$ cat src/rtl/miriscv_data_arbiter.sv
// Two-master arbiter for the miriscv_ram data port: master 0 has fixed priority,
// a starvation counter bounds master 1's wait, and read data is routed to the requester.
module miriscv_data_arbiter #(
  parameter int unsigned STARVE_LIMIT = 4
) (
  input  logic        clk_i,
  input  logic        rst_i,

  input  logic        m0_req_i,
  input  logic        m0_we_i,
  input  logic [3:0]  m0_be_i,
  input  logic [31:0] m0_addr_i,
  input  logic [31:0] m0_wdata_i,
  output logic        m0_gnt_o,
  output logic        m0_rvalid_o,
  output logic [31:0] m0_rdata_o,

  input  logic        m1_req_i,
  input  logic        m1_we_i,
  input  logic [3:0]  m1_be_i,
  input  logic [31:0] m1_addr_i,
  input  logic [31:0] m1_wdata_i,
  output logic        m1_gnt_o,
  output logic        m1_rvalid_o,
  output logic [31:0] m1_rdata_o,

  output logic        ram_req_o,
  output logic        ram_we_o,
  output logic [3:0]  ram_be_o,
  output logic [31:0] ram_addr_o,
  output logic [31:0] ram_wdata_o,
  input  logic [31:0] ram_rdata_i
);

  localparam int unsigned CntW = $clog2(STARVE_LIMIT + 1);

  logic [CntW-1:0] starve_cnt_q, starve_cnt_d;
  logic            starve_hit;
  logic            resp_valid_q;
  logic            resp_owner_q;

  assign starve_hit = (starve_cnt_q == CntW'(STARVE_LIMIT));

  // Grants are suppressed during reset so nothing reaches the RAM.
  assign m1_gnt_o = ~rst_i & m1_req_i & (~m0_req_i | starve_hit);
  assign m0_gnt_o = ~rst_i & m0_req_i & ~m1_gnt_o;

  always_comb begin
    ram_req_o   = m0_gnt_o | m1_gnt_o;
    ram_we_o    = 1'b0;
    ram_be_o    = '0;
    ram_addr_o  = '0;
    ram_wdata_o = '0;
    if (m1_gnt_o) begin
      ram_we_o    = m1_we_i;
      ram_be_o    = m1_be_i;
      ram_addr_o  = m1_addr_i;
      ram_wdata_o = m1_wdata_i;
    end else if (m0_gnt_o) begin
      ram_we_o    = m0_we_i;
      ram_be_o    = m0_be_i;
      ram_addr_o  = m0_addr_i;
      ram_wdata_o = m0_wdata_i;
    end
  end

  // Saturation is only reachable while master 1 is being forced through.
  always_comb begin
    starve_cnt_d = starve_cnt_q;
    if (!m1_req_i || m1_gnt_o) begin
      starve_cnt_d = '0;
    end else if (!starve_hit) begin
      starve_cnt_d = starve_cnt_q + CntW'(1);
    end
  end

  always_ff @(posedge clk_i) begin
    if (rst_i) begin
      starve_cnt_q <= '0;
      resp_valid_q <= 1'b0;
      resp_owner_q <= 1'b0;
    end else begin
      starve_cnt_q <= starve_cnt_d;
      resp_valid_q <= ram_req_o;
      resp_owner_q <= m1_gnt_o;
    end
  end

  assign m0_rvalid_o = resp_valid_q & ~resp_owner_q & ~rst_i;
  assign m1_rvalid_o = resp_valid_q &  resp_owner_q & ~rst_i;
  assign m0_rdata_o  = m0_rvalid_o ? ram_rdata_i : '0;
  assign m1_rdata_o  = m1_rvalid_o ? ram_rdata_i : '0;

endmodule

$ cat config.mk
export PLATFORM = sky130hd
export DESIGN_NAME = miriscv_data_arbiter
export DESIGN_NICKNAME = d
export VERILOG_FILES = /design/src/rtl/miriscv_data_arbiter.sv
export SDC_FILE = /design/constraint.sdc
export NUM_CORES = 1
export LEC_CHECK = 0
export BUFFER_PORTS_ARGS = -buffer_cell sky130_fd_sc_hd__buf_4
export CORE_AREA = 8 8 114 116
export DETAILED_ROUTE_END_ITERATION = 10
export DIE_AREA = 0 0 122 124
export PLACE_DENSITY = 0.65
export SYNTH_ARGS = -nofsm -noshare
export SYNTH_HDL_FRONTEND = slang
export SYNTH_SLANG_ARGS = --single-unit
export TNS_END_PERCENT = 20
$ cat constraint.sdc
create_clock -name clk_i -period 2.8 [get_ports clk_i]
set_input_delay 0 -clock clk_i [delete_from_list [all_inputs] [get_ports clk_i]]
set_output_delay 0 -clock clk_i [all_outputs]
set_load 0.1 [all_outputs]
### Yosys cells after proc, flatten, opt, wreduce, memory -nomap -nowiden

Index checks and enable logic that the tools add are counted.

| cells by class | value |
|---|---|
| bitwise operators | 14 |
| $add $sub $neg | 1 |
| equal/unequal tests | 1 |
| muxes and demuxes | 10 |
| reduce and logical (&&, ||, !) cells | 3 |

Operators by type and width:

| operator | number |
|---|---|
| $mux W32 | 6 |
| $and A1 B1 Y1 | 8 |
| $mux W4 | 2 |
| $not A1 Y1 | 4 |
| $add A3 B1 Y3 const B | 1 |
| $eq A3 B3 Y1 const B | 1 |
| $mux W1 | 2 |
| $or A1 B1 Y1 | 2 |
| $reduce_or A2 Y1 | 1 |
| $logic_not A1 Y1 | 1 |
| $logic_or A1 B1 Y1 | 1 |

| word-level totals | value |
|---|---|
| word-level logic and storage cells | 32 |
| output and inout bits | 138 |
| register bits after elaboration | 5 |

### Depth between registers and ports, before layout

| depth | value |
|---|---|
| depth in word-level cells | 7 |
| gate-level depth with buffers | 6 |
| depth with buffers taken out | 4 |

### Least setup slack after synthesis

Ideal clock, no wire load.

| timing | value |
|---|---|
| kind | register to output |
| from | register starve_cnt_q[0] |
| to | output port ram_addr_o[20] |
| slack | 0.337 ns |
| stages on the path, launching flop included | 7 |
| data arrival time | 2.463 ns |
| cells stage by stage | dfxtp_1 inv_1 ha_1 and3_1 buf_6 buf_6 o22ai_1 |

| on the way | value |
|---|---|
| word-level cells in the longest chain between the ends | 7 |

Ends and longest elaborated chain:

| what | line | RTL |
|---|---|---|
| from (decl) | 37 | `logic [CntW-1:0] starve_cnt_q, starve_cnt_d;` |
| from (signal assigned) | 83 | `starve_cnt_q <= starve_cnt_d;` |
| $eq A3 B3 Y1 (*) | 42 | `assign starve_hit = (starve_cnt_q == CntW'(STARVE_LIMIT));` |
| $or A1 B1 Y1 (*) | 45 | `assign m1_gnt_o = ~rst_i & m1_req_i & (~m0_req_i \| starve_hit);` |
| $and A1 B1 Y1 (*) | 45 |  |
| $not A1 Y1 | 46 | `assign m0_gnt_o = ~rst_i & m0_req_i & ~m1_gnt_o;` |
| $and A1 B1 Y1 | 46 |  |
| $mux W32 | 59 | `end else if (m0_gnt_o) begin` |
| $mux W32 (*) | 54 | `if (m1_gnt_o) begin` |
| to (decl) | 30 | `output logic [31:0] ram_addr_o,` |

Mark *: on every way between the ends. The rest lies on a longest branch, timed or not.

### Final worst setup path

| timing | value |
|---|---|
| from | register starve_cnt_q[0] |
| to | output port ram_addr_o[18] |

The elaborated chain is that of the path after synthesis.

==> key figures <==
Outcome
  • Status: complete, no violations

Cells and area
  • Design area: 4780 um2
  • Fraction of layout cells with a size suffix above 1: 52.6%
  • Layout area overhead: 96.4%
  • Fin nets: 795
  • Antenna fix cells: 0
  • Filler cell count: 1134
  • Post-Layout Cell Count: 761

Die
  • # rows: 39
  • Die H: 124 um
  • Die Width: 122 um
  • Total I/O pin count: 312
  • Core ar.: 11200 um2
  • Die Area: 15100 um2
  • Starting Density: 21.8%

Power
  • Pleak: 2.28 nW
  • Pwr dens: 308 nW/um2
  • Maximum VDD drop: 0.173 mV

Worst hold path
  • Hold Startpoint: rst_i
  • Hold WC Path Type: input port to flop

Logic synthesis
  • Multiplexer share of the synthesized area: 0%
  • Post-synth top area share: 42.5%
  • Mapped Nets: 525
  • Post-synthesis cell type count: 20
  • Count leader, synth: nand3b_1
  • Top_reg_cell synth: dfxtp_1
  • Adder-cell share of the synthesized area: 1.03%
  • Synth Area in XOR/XNOR: 0%
  • Cells after Synth: 349
  • Cell accounting for the most synthesized area: nand3b_1
  • Post-synth EDFFs: 0
  • Register bit total from synthesis: 5
  • Synth warn: 0
  • Synth Area in Compound Gates: 18.4%
  • Mapped cell area: 2440 um2
  • Synthesized area per cell: 6.98 um2
  • Synth top cells by count: nand3b_1, o22ai_1, and2_1
  • Sequential fraction of the synthesis area: 4.11%
  • Largest cells by area after synthesis: nand3b_1, o22ai_1, and2_1
  • Combinational family with the most area after synthesis: simple AND/OR/NAND/NOR gates
  • Asr flop ratio synth: 0%
  • Simple-gate share of the synthesized area: 62.9%

Job
  • Max cap viols: 0

Worst setup path
  • Arrival @ worst endpoint: 2.12 ns
  • Worst reg2reg path startpoint: starve_cnt_q[0]$_SDFFE_PP0N_
  • CP Max Fanout: 51
  • Setup crit start: starve_cnt_q[0]$_SDFFE_PP0N_
  • CP Class: flop to output port
  • Worst EP required: 2.80 ns
  • Startpoint Class: flop
  • Critical Path Sink Type: output port

Clocking
  • Clock-pin slew on the worst setup and hold paths: 0.03 ns
  • Number of CTS-inserted buffers: 3
  • Later-pin clock latency in the skew report: 0.22 ns
  • CTS root buf: clkbuf_16
  • Postcts setup bufs: 0
  • PostCTS Resize Cnt: 0
  • # H-tree levels: 1
  • Sinks on Clock Net: 5
  • Hold buffer count at cts: 0
  • CTS tree: built
  • Max Root-Sink Buffers: 2

Routing
  • WL met2: 7450 um
  • Drt first pass iters: 4
  • Iter 0 DRT Violations: 179
  • Total Wirelength: 14100 um
  • Vias: 3768
  • DRT met1 WL: 5060 um
  • Post-DR wirelength/cell: 18.5 um
  • Post-DRT Antenna Nets: 0
  • Residual DRC: 0
  • Vias/cell: 4.95
  • Top sig layer: met4
  • Routed wl met3: 1410 um

Timing
  • Final setup vio count: 0
  • Max transition margin: 42.0%
  • Slew @ Worst Pin: 0.870 ns
  • Setup Skew: 0.000828 ns
  • Hold slack: 0.251 ns
  • Post-route minimum period: 2.12 ns
  • RSZ-0062 raised after global routing: no
  • FMAX: 0.472 GHz
  • Final hold violation count: 0
  • Period utilization: 75.7%
  • Setup_tns: 0 ns
  • Slew Viols, Final: 0

Global routing
  • Maximum number of pins on one net before global-route repair: 77
  • Congestion Overflow GR: 0
  • Total track usage: 16.3%
  • Vias in the first global route: 3781
  • Initial antenna violation count: 0
  • Global-route wire length before repair: 20100 um

Placement
  • Gp weighted congestion: 0.806
  • Final HPWL DP: 11300 um
  • Cell Area, Placed: 4710 um2
  • Placed cell count: 757
  • IO buf count: 311
==> area by class of cell <==
cell class / instances / area [um2] / share of cell area, %
Sequential cell: 5 / 100 / 2.09
Timing Repair Buffer: 318 / 2400 / 50.2
Multi-Input combinational cell: 289 / 2020 / 42.2
Tap cell: 143 / 179 / 3.74
Clock buffer: 4 / 78.8 / 1.65
Inverter: 2 / 7.51 / 0.157
==> metal layers <==
layer,vias up,GRT usage (%)
li1,1818,-
met1,1729,17.2
met2,207,31.2
met3,14,5.35
met4,0,2.78
met5,-,0
==> registers in the layout (all words and copies together) (netlist names) <==
name and cells:
resp_owner_q 1, resp_valid_q 1, starve_cnt_q 3
==> critical path, cell delays in order (launching register included) <==
cell and delay [ns]:
dfxtp_1 0.33, inv_1 0.06, ha_1 0.24, and3_2 0.39, buf_12 0.25, o22ai_1 0.25
buf_4 0.33
==> worst paths after layout <==
check                            endpoint  slack, ns  cells after the start
max                        ram_addr_o[18]       0.68                      6
min               resp_valid_q$_SDFF_PP0_       0.25                      2
max reg2reg  starve_cnt_q[0]$_SDFFE_PP0N_       1.31                      5
min reg2reg  starve_cnt_q[0]$_SDFFE_PP0N_       0.56                      2
==> cell families after synthesis <==
family / count (synthesis)
simple gates: 216
compound gates: 71
buf+inv: 55
flops: 5
fa+ha+maj: 2
==> placed cells by master, fill, tap and decap left out, types with 2 or more instances in the layout <==
cell	count
nand3b_1	138
clkbuf_16	3
nor2_1	3
buf_4	317
and2_1	64
ha_1	2
nor2b_1	4
o22ai_1	69
nor3b_2	2
inv_1	2
dfxtp_1	5
and3_1	2
==> power breakdown <==
part	leakage, nW	switching, mW	internal (mW)
Sequential	0.0409	0.00103	0.0740
Combinational	2.20	0.815	0.350
Clock	0.0382	0.0430	0.188
Total	2.28	0.859	0.613
==> through the flow <==
stage	setup WS (ns)	power (mW)	util [%]
detailed placement	0.940	1.25	42.1
floorplan	0.337	0.889	-
finish	0.681	1.47	42.8
CTS	0.693	1.48	42.8
global route	0.596	1.53	42.8
global placement	0.957	1.24	42.1
Power figures use the tool's default switching activity.
